===== src/rtl/trace_pkg.sv =====
// Shared definitions for the trace capture buffer.
//
// Contents:
//   trace_state_t  - controller state encoding (IDLE/ARMED/POST/DUMP)
//   DEF_*          - default parameter values for the buffer
//   TS_EN          - 1 when TRACE_TIMESTAMP_EN is defined, else 0; scales
//                    the timestamp field out of the entry width
//   clog2()        - pointer-width helper usable in constant expressions
//
// Optional feature macro: TRACE_TIMESTAMP_EN
package trace_pkg;

    typedef enum logic [1:0] {
        IDLE  = 2'd0,
        ARMED = 2'd1,
        POST  = 2'd2,
        DUMP  = 2'd3
    } trace_state_t;

    localparam int DEF_DATA_W     = 32;
    localparam int DEF_DEPTH      = 64;
    localparam int DEF_POST_DEPTH = 32;
    localparam int DEF_TS_W       = 16;

`ifdef TRACE_TIMESTAMP_EN
    localparam int TS_EN = 1;
`else
    localparam int TS_EN = 0;
`endif

    // Smallest r with 2**r >= value.
    function automatic int clog2(input int value);
        int r;
        r = 0;
        while ((1 << r) < value) begin
            r = r + 1;
        end
        return r;
    endfunction

endpackage


===== src/rtl/trace_ram.sv =====
// Simple dual-port synchronous RAM: one write port, one registered read
// port with a single cycle of read latency. Contents are never reset.
//
// Ports:
//   clk      - clock, rising edge
//   wr_en    - write strobe
//   wr_addr  - write address
//   wr_data  - write data
//   rd_en    - read strobe; rd_data updates only when asserted
//   rd_addr  - read address
//   rd_data  - registered read data, valid the cycle after rd_en
module trace_ram
    import trace_pkg::*;
#(
    parameter int WIDTH = DEF_DATA_W,
    parameter int DEPTH = DEF_DEPTH
) (
    input  logic                      clk,
    input  logic                      wr_en,
    input  logic [clog2(DEPTH)-1:0]   wr_addr,
    input  logic [WIDTH-1:0]          wr_data,
    input  logic                      rd_en,
    input  logic [clog2(DEPTH)-1:0]   rd_addr,
    output logic [WIDTH-1:0]          rd_data
);

    logic [WIDTH-1:0] mem [DEPTH];

    always_ff @(posedge clk) begin
        if (wr_en) begin
            mem[wr_addr] <= wr_data;
        end
    end

    // rd_data holds its value when rd_en is low.
    always_ff @(posedge clk) begin
        if (rd_en) begin
            rd_data <= mem[rd_addr];
        end
    end

endmodule


===== src/rtl/trace_capture_buffer.sv =====
// On-chip trace capture buffer. Once armed, valid samples are written into a
// circular RAM; a masked compare trigger starts a post-trigger countdown, and
// once that window is complete the stored entries are streamed out
// oldest-first over a valid/ready port.
//
// Optional feature macro: TRACE_TIMESTAMP_EN
//   When defined, a free-running TS_W-bit cycle counter is stored alongside
//   each sample and dump_data becomes {timestamp, sample}.
//
// Ports:
//   clk        - clock, rising edge
//   rst_n      - synchronous active-low reset
//   arm        - start a capture run (only honoured in IDLE)
//   trig_val   - trigger compare value
//   trig_mask  - trigger compare mask, 1 = bit participates
//   cap_valid  - cap_data holds a sample this cycle
//   cap_data   - sample to capture
//   dump_valid - dump_data holds a buffered entry
//   dump_ready - sink accepts the entry
//   dump_data  - buffered entry (timestamp in MSBs when enabled)
//   state_o    - 0=IDLE, 1=ARMED, 2=POST, 3=DUMP
//   triggered  - a trigger occurred in the current run
//   count      - number of entries currently stored
module trace_capture_buffer
    import trace_pkg::*;
#(
    parameter int DATA_W     = DEF_DATA_W,
    parameter int DEPTH      = DEF_DEPTH,
    parameter int POST_DEPTH = DEF_POST_DEPTH,
    parameter int TS_W       = DEF_TS_W
) (
    input  logic                          clk,
    input  logic                          rst_n,
    input  logic                          arm,
    input  logic [DATA_W-1:0]             trig_val,
    input  logic [DATA_W-1:0]             trig_mask,
    input  logic                          cap_valid,
    input  logic [DATA_W-1:0]             cap_data,
    output logic                          dump_valid,
    input  logic                          dump_ready,
    output logic [DATA_W+TS_EN*TS_W-1:0]  dump_data,
    output logic [1:0]                    state_o,
    output logic                          triggered,
    output logic [clog2(DEPTH):0]         count
);

    localparam int PTR_W   = clog2(DEPTH);
    localparam int CNT_W   = PTR_W + 1;
    localparam int ENTRY_W = DATA_W + TS_EN * TS_W;

    localparam logic [CNT_W-1:0] DEPTH_C   = CNT_W'(DEPTH);
    localparam logic [CNT_W-1:0] POST_INIT = CNT_W'(POST_DEPTH - 1);
    localparam logic [CNT_W-1:0] ONE_C     = CNT_W'(1);

    trace_state_t state;
    trace_state_t state_next;

    logic [PTR_W-1:0]   wr_ptr;
    logic [PTR_W-1:0]   wr_ptr_inc;
    logic [PTR_W-1:0]   rd_ptr;
    logic [CNT_W-1:0]   count_inc;
    logic [CNT_W-1:0]   post_cnt;
    logic [CNT_W-1:0]   rd_left;
    logic               wr_en;
    logic               trig_hit;
    logic               pop;
    logic               rd_issue;
    logic               rd_pend;
    logic [1:0]         occ_after;
    logic               skid_valid;
    logic [ENTRY_W-1:0] skid_data;
    logic [ENTRY_W-1:0] wr_entry;
    logic [ENTRY_W-1:0] rd_entry;

`ifdef TRACE_TIMESTAMP_EN
    logic [TS_W-1:0] ts;

    always_ff @(posedge clk) begin
        if (!rst_n) begin
            ts <= '0;
        end else begin
            ts <= ts + 1'b1;
        end
    end

    assign wr_entry = {ts, cap_data};
`else
    assign wr_entry = cap_data;
`endif

    assign state_o = state;

    // occ_after counts entries already owned by the output side (output
    // register, skid register, read in flight) minus the one leaving this
    // cycle. A new RAM read is only launched when the two holding registers
    // can absorb it, which is what lets dump_data stall without losing data
    // while still sustaining one beat per cycle.
    always_comb begin
        wr_en      = ((state == ARMED) || (state == POST)) && cap_valid;
        trig_hit   = cap_valid && (((cap_data ^ trig_val) & trig_mask) == '0);
        wr_ptr_inc = wr_ptr + 1'b1;
        count_inc  = (count == DEPTH_C) ? count : count + 1'b1;
        pop        = dump_valid && dump_ready;
        occ_after  = {1'b0, dump_valid} + {1'b0, skid_valid} + {1'b0, rd_pend}
                   - {1'b0, pop};
        rd_issue   = (state == DUMP) && (rd_left != '0) && (occ_after < 2'd2);
    end

    always_ff @(posedge clk) begin
        if (!rst_n) begin
            state <= IDLE;
        end else begin
            state <= state_next;
        end
    end

    always_comb begin
        state_next = state;
        case (state)
            IDLE: begin
                if (arm) begin
                    state_next = ARMED;
                end
            end
            ARMED: begin
                if (trig_hit) begin
                    state_next = (POST_DEPTH == 1) ? DUMP : POST;
                end
            end
            POST: begin
                if (cap_valid && (post_cnt == ONE_C)) begin
                    state_next = DUMP;
                end
            end
            DUMP: begin
                if (pop && (count == ONE_C)) begin
                    state_next = IDLE;
                end
            end
            default: begin
                state_next = IDLE;
            end
        endcase
    end

    // Pointers and counters. On the write that ends capture, the read
    // pointer is set to the oldest entry: when the buffer is full the low
    // bits of count are zero, so this lands on the next write slot, which
    // holds the oldest surviving sample.
    always_ff @(posedge clk) begin
        if (!rst_n) begin
            wr_ptr    <= '0;
            rd_ptr    <= '0;
            count     <= '0;
            post_cnt  <= '0;
            rd_left   <= '0;
            triggered <= 1'b0;
        end else begin
            case (state)
                IDLE: begin
                    if (arm) begin
                        wr_ptr    <= '0;
                        count     <= '0;
                        triggered <= 1'b0;
                    end
                end
                ARMED, POST: begin
                    if (wr_en) begin
                        wr_ptr <= wr_ptr_inc;
                        count  <= count_inc;
                    end
                    if ((state == ARMED) && trig_hit) begin
                        triggered <= 1'b1;
                        post_cnt  <= POST_INIT;
                    end else if ((state == POST) && cap_valid) begin
                        post_cnt <= post_cnt - 1'b1;
                    end
                    if (state_next == DUMP) begin
                        rd_ptr  <= wr_ptr_inc - count_inc[PTR_W-1:0];
                        rd_left <= count_inc;
                    end
                end
                DUMP: begin
                    if (rd_issue) begin
                        rd_ptr  <= rd_ptr + 1'b1;
                        rd_left <= rd_left - 1'b1;
                    end
                    if (pop) begin
                        count <= count - 1'b1;
                    end
                end
                default: begin
                end
            endcase
        end
    end

    // Output stage: the output register is refilled from the skid register
    // first (it is older) and then from the RAM read that just returned. A
    // RAM word arriving while the output is stalled parks in the skid.
    always_ff @(posedge clk) begin
        if (!rst_n) begin
            rd_pend    <= 1'b0;
            dump_valid <= 1'b0;
            dump_data  <= '0;
            skid_valid <= 1'b0;
            skid_data  <= '0;
        end else begin
            rd_pend <= rd_issue;
            if (!dump_valid || pop) begin
                if (skid_valid) begin
                    dump_valid <= 1'b1;
                    dump_data  <= skid_data;
                    skid_valid <= rd_pend;
                    if (rd_pend) begin
                        skid_data <= rd_entry;
                    end
                end else if (rd_pend) begin
                    dump_valid <= 1'b1;
                    dump_data  <= rd_entry;
                end else begin
                    dump_valid <= 1'b0;
                end
            end else if (rd_pend) begin
                skid_valid <= 1'b1;
                skid_data  <= rd_entry;
            end
        end
    end

    trace_ram #(
        .WIDTH (ENTRY_W),
        .DEPTH (DEPTH)
    ) u_ram (
        .clk     (clk),
        .wr_en   (wr_en),
        .wr_addr (wr_ptr),
        .wr_data (wr_entry),
        .rd_en   (rd_issue),
        .rd_addr (rd_ptr),
        .rd_data (rd_entry)
    );

endmodule


===== config.mk =====
export PLATFORM = sky130hd
export DESIGN_NAME = trace_capture_buffer
export DESIGN_NICKNAME = d
export VERILOG_FILES = /design/src/rtl/trace_pkg.sv /design/src/rtl/trace_ram.sv /design/src/rtl/trace_capture_buffer.sv
export SDC_FILE = /design/constraint.sdc
export NUM_CORES = 2
export LEC_CHECK = 0
export BUFFER_PORTS_ARGS = -buffer_cell sky130_fd_sc_hd__buf_2
export CAP_MARGIN = 10
export CORE_MARGIN = 1.5
export CORE_UTILIZATION = 40
export CTS_CLUSTER_SIZE = 16
export DETAILED_ROUTE_END_ITERATION = 8
export PLACE_DENSITY = 0.59
export SYNTH_ARGS = -nofsm -noshare
export SYNTH_HDL_FRONTEND = slang
export SYNTH_SLANG_ARGS = --single-unit

===== constraint.sdc =====
create_clock -name clk -period 5.5 [get_ports clk]
set_input_delay 0 -clock clk [delete_from_list [all_inputs] [get_ports clk]]
set_output_delay 0 -clock clk [all_outputs]
set_load 0.02 [all_outputs]

==> flow_metrics.env <==
export IMPL_worstMarginPinSlew_ns=1.104
export IMPL_num_io_pins=144
export IMPL_start_kind="input port"
export IMPL_reg2reg_slack_ns=1.69
export IMPL_synth_ff_latch_count=2183
export IMPL_first_pass_iters=5
export IMPL_synth_main_ff_cell="edfxtp_1"
export IMPL_synth_commonest_cells="edfxtp_1 (2080), mux4_2 (672), nor2_1 (138)"
export IMPL_multi_input_area_sq_um=19250
export IMPL_grt_pass1_wl_um=302200
export IMPL_place_hpwl_um=132600
export IMPL_start_util=0.4019
export IMPL_power_leakage_nw=29.15
export IMPL_hold_path_end="u_ram.mem[48][8]$_DFFE_PP_"
export IMPL_path_class="in -> reg"
export IMPL_fmax_mhz=233.7
export IMPL_worstReg2RegStart="state_o[0]$_SDFF_PN0_"
export IMPL_status="complete, no violations"
export IMPL_drive_above_1_share=0.3250
export IMPL_setup_tns_ns=0
export IMPL_min_path_type="in -> reg"
export IMPL_drc=0
export IMPL_cts_htree_levels=4
export IMPL_drt_wl_total_um=214300
export IMPL_hold_viol_final=0
export IMPL_cts_num_sinks=2183
export IMPL_min_period_ns=4.278
export IMPL_synth_warnings=0
export IMPL_setup_slack_ns=1.222
export IMPL_grt_overflow=0
export IMPL_postRouteAntennaNets=0
export IMPL_cts_tree="done"
export IMPL_syn_area_sq_um=84150
export IMPL_yosysTopAreaCell="edfxtp_1"
export IMPL_finClkSkew_ns=0.04081
export IMPL_grt_max_degree=72
export IMPL_die_h_um=461.7
export IMPL_cellPowerDensity_nw_per_um2=343.5
export IMPL_setup_violations=0
export IMPL_cp_data_required_time_ns=6.20
export IMPL_rows=168
export IMPL_crit_arrival_ns=4.98
export IMPL_syn_nets=3797
export IMPL_final_nets=4160
export IMPL_reg2reg_depth=8
export IMPL_ctsResizeCount=0
export IMPL_n_fill_cell=17220
export IMPL_syn_area_per_cell_sq_um=22.90
export IMPL_max_slew_margin_rel=0.2622
export IMPL_vias=39750
export IMPL_routabilityCongestion=0.8325
export IMPL_synth_area_leaders="edfxtp_1 (74%), mux4_2 (18%), dfxtp_1 (2.5%), nor2_1 (0.62%), clkbuf_1 (0.59%)"
export IMPL_rsz0062_at_grt="false"
export IMPL_syn2layout_area_growth_pct=15.33
export IMPL_synth_edf_count=2080
export IMPL_endpoint_kind="flip-flop"
export IMPL_holdCritStartpoint="cap_data[8]"
export IMPL_ff_latch_area_sq_um=64540
export IMPL_port_buffers=143
export IMPL_numCtsBuffers=215
export IMPL_synth_cell_types=58
export IMPL_hold_path_depth=2
export IMPL_antenna_found_initial=35
export IMPL_synth_top_area_share=0.7422
export IMPL_drt_iter0_markers=4754
export IMPL_preCtsSetupSlack_ns=1.784
export IMPL_layout_worst_path_cycle_share=0.7779
export IMPL_path_clk_slew_ns=0.06
export IMPL_reg2reg_to="u_ram.mem[6][26]$_DFFE_PP_"
export IMPL_dieArea_sq_um=213100
export IMPL_clock_latency_ns=0.85
export IMPL_die_w_um=461.7
export IMPL_via_per_inst=5.654
export IMPL_synth_seq_area_share=0.7667
export IMPL_cap_viol_max_count=0
export IMPL_core_sq_um=209400
export IMPL_netlist_instances=3675
export IMPL_crit_fanout=22
export IMPL_synth_most_common_cell="edfxtp_1"
export IMPL_vdd_drop_max_mv=0.3451
export IMPL_clockBufferDepth=3
export IMPL_grt_pass1_vias=39540
export IMPL_async_flop_share=0
export IMPL_root_buffer="clkbuf_16"
export IMPL_grt_util_all_layers=0.2009
export IMPL_wl_per_cell_um=30.48
export IMPL_finalMaxSlewViolations=0
## layer usage
| metal | wire [um] | global-route usage | up-vias |
|---|---|---|---|
| met2 | 103500 | 0.3211 | 1407 |
| met3 | 14130 | 0.03462 | 234 |
| met4 | 3005 | 0.03522 | 0 |
| met5 | 0 | 0 | - |
| li1 | - | - | 16340 |
| met1 | 93620 | 0.2940 | 21770 |
## power breakdown
| group | switching, W | internal (W) | leakage, nW | total, W |
|---|---|---|---|---|
| logic | 0.000472 | 0.000156 | 6.25 | 0.000628 |
| clock network | 0.00638 | 0.00812 | 3.38 | 0.0145 |
| registers | 0.00000889 | 0.0182 | 19.5 | 0.0182 |
## layout by cell type, fill, tap and decap left out, drive strengths merged, types with 20 or more instances in the layout
master,Yosys,routed
edfxtp,2080,2080
ha,20,20
mux4,672,672
dlygate4sd3,0,38
clkbuf,132,279
a22oi,22,22
nand2,105,105
inv,20,24
buf,71,311
nor2,138,138
mux2i,38,38
a21oi,64,64
xor2,44,44
clkinv,1,94
a211oi,34,34
dfxtp,103,103
o21ai,20,20
## cells by family (layout without fill, tap and decap cells)
kind of cell             Yosys count  after routing  synth area share
XOR/XNOR                          58             58          0.006037
AO/OA/AOI/OAI                    172            172           0.01332
other                              0              4                 0
flip-flops                      2183           2183            0.7667
AND/OR/NAND/NOR                  307            307           0.01555
multiplexers                     710            710            0.1844
buffers and inverters            224            770           0.01076
adder cells (fa/ha/maj)           21             21          0.003212
## metrics by stage
stage               hold slack [ns]  utilization  instance area (sq um)  power, W  std cells
floorplan                   0.09887            -                  84150   0.01873       3675
global placement             0.3698       0.4283                  89670   0.01916       6588
detailed placement           0.3665       0.4283                  89670   0.01918       6588
CTS                        0.009200       0.4635                  97040   0.03362       7026
global route                0.01165       0.4635                  97050   0.03427       7028
finish                      0.03234       0.4636                  97050   0.03334       7030
## state kept, by name, summed over array words and instances (netlist names)
signal and cells:
count 7, u_ram.mem 2048, rd_left 7, post_cnt 7
u_ram.rd_data 32, dump_data 32, skid_data 32, dump_valid 1
rd_ptr 6, triggered 1, state_o 2, skid_valid 1
wr_ptr 6, rd_pend 1
## worst max path at each step
stage / cells after the start / start / end / slack [ns]
2_1_floorplan: 13 / dump_valid$_SDFFE_PN0N_ / rd_ptr[5]$_SDFFE_PN0P_ / 0.38
3_3_place_gp: 8 / state_o[0]$_SDFF_PN0_ / u_ram.mem[6][8]$_DFFE_PP_ / 1.81
3_5_place_dp: 8 / state_o[0]$_SDFF_PN0_ / u_ram.mem[6][5]$_DFFE_PP_ / 1.78
4_1_cts: 13 / cap_data[17] / rd_ptr[0]$_SDFFE_PN0P_ / 1.34
5_1_grt: 13 / cap_data[17] / rd_ptr[2]$_SDFFE_PN0P_ / 1.16
6_report: 13 / cap_data[7] / rd_ptr[0]$_SDFFE_PN0P_ / 1.22
## area by class of cell
cell class,count,area share
inverter,21,0.0008251
clock buffer,279,0.05910
antenna,4,0.0001031
multi-input combinational,1268,0.1983
clock inverter,121,0.01297
timing repair buffer,349,0.02751
tap,2805,0.03616
sequential,2183,0.6650
## critical path: stages
cell	delay, ns
dlygate4sd3_1	0.52
buf_2	0.38
xor2_1	0.12
a22oi_1	0.16
dlygate4sd3_1	0.57
nand4_1	0.11
dlygate4sd3_1	0.61
nor4_1	0.33
dlygate4sd3_1	0.66
and4_1	0.23
o41a_1	0.84
a21oi_1	0.09
o221a_2	0.32
## timing repair
| action | CTS | global route |
|---|---|---|
| hold endpoints to repair | 1110 | 0 |
| buffers inserted | 0 | 0 |
| hold buffers | 38 | 0 |
No activity file was read; power rests on OpenSTA's default activity.
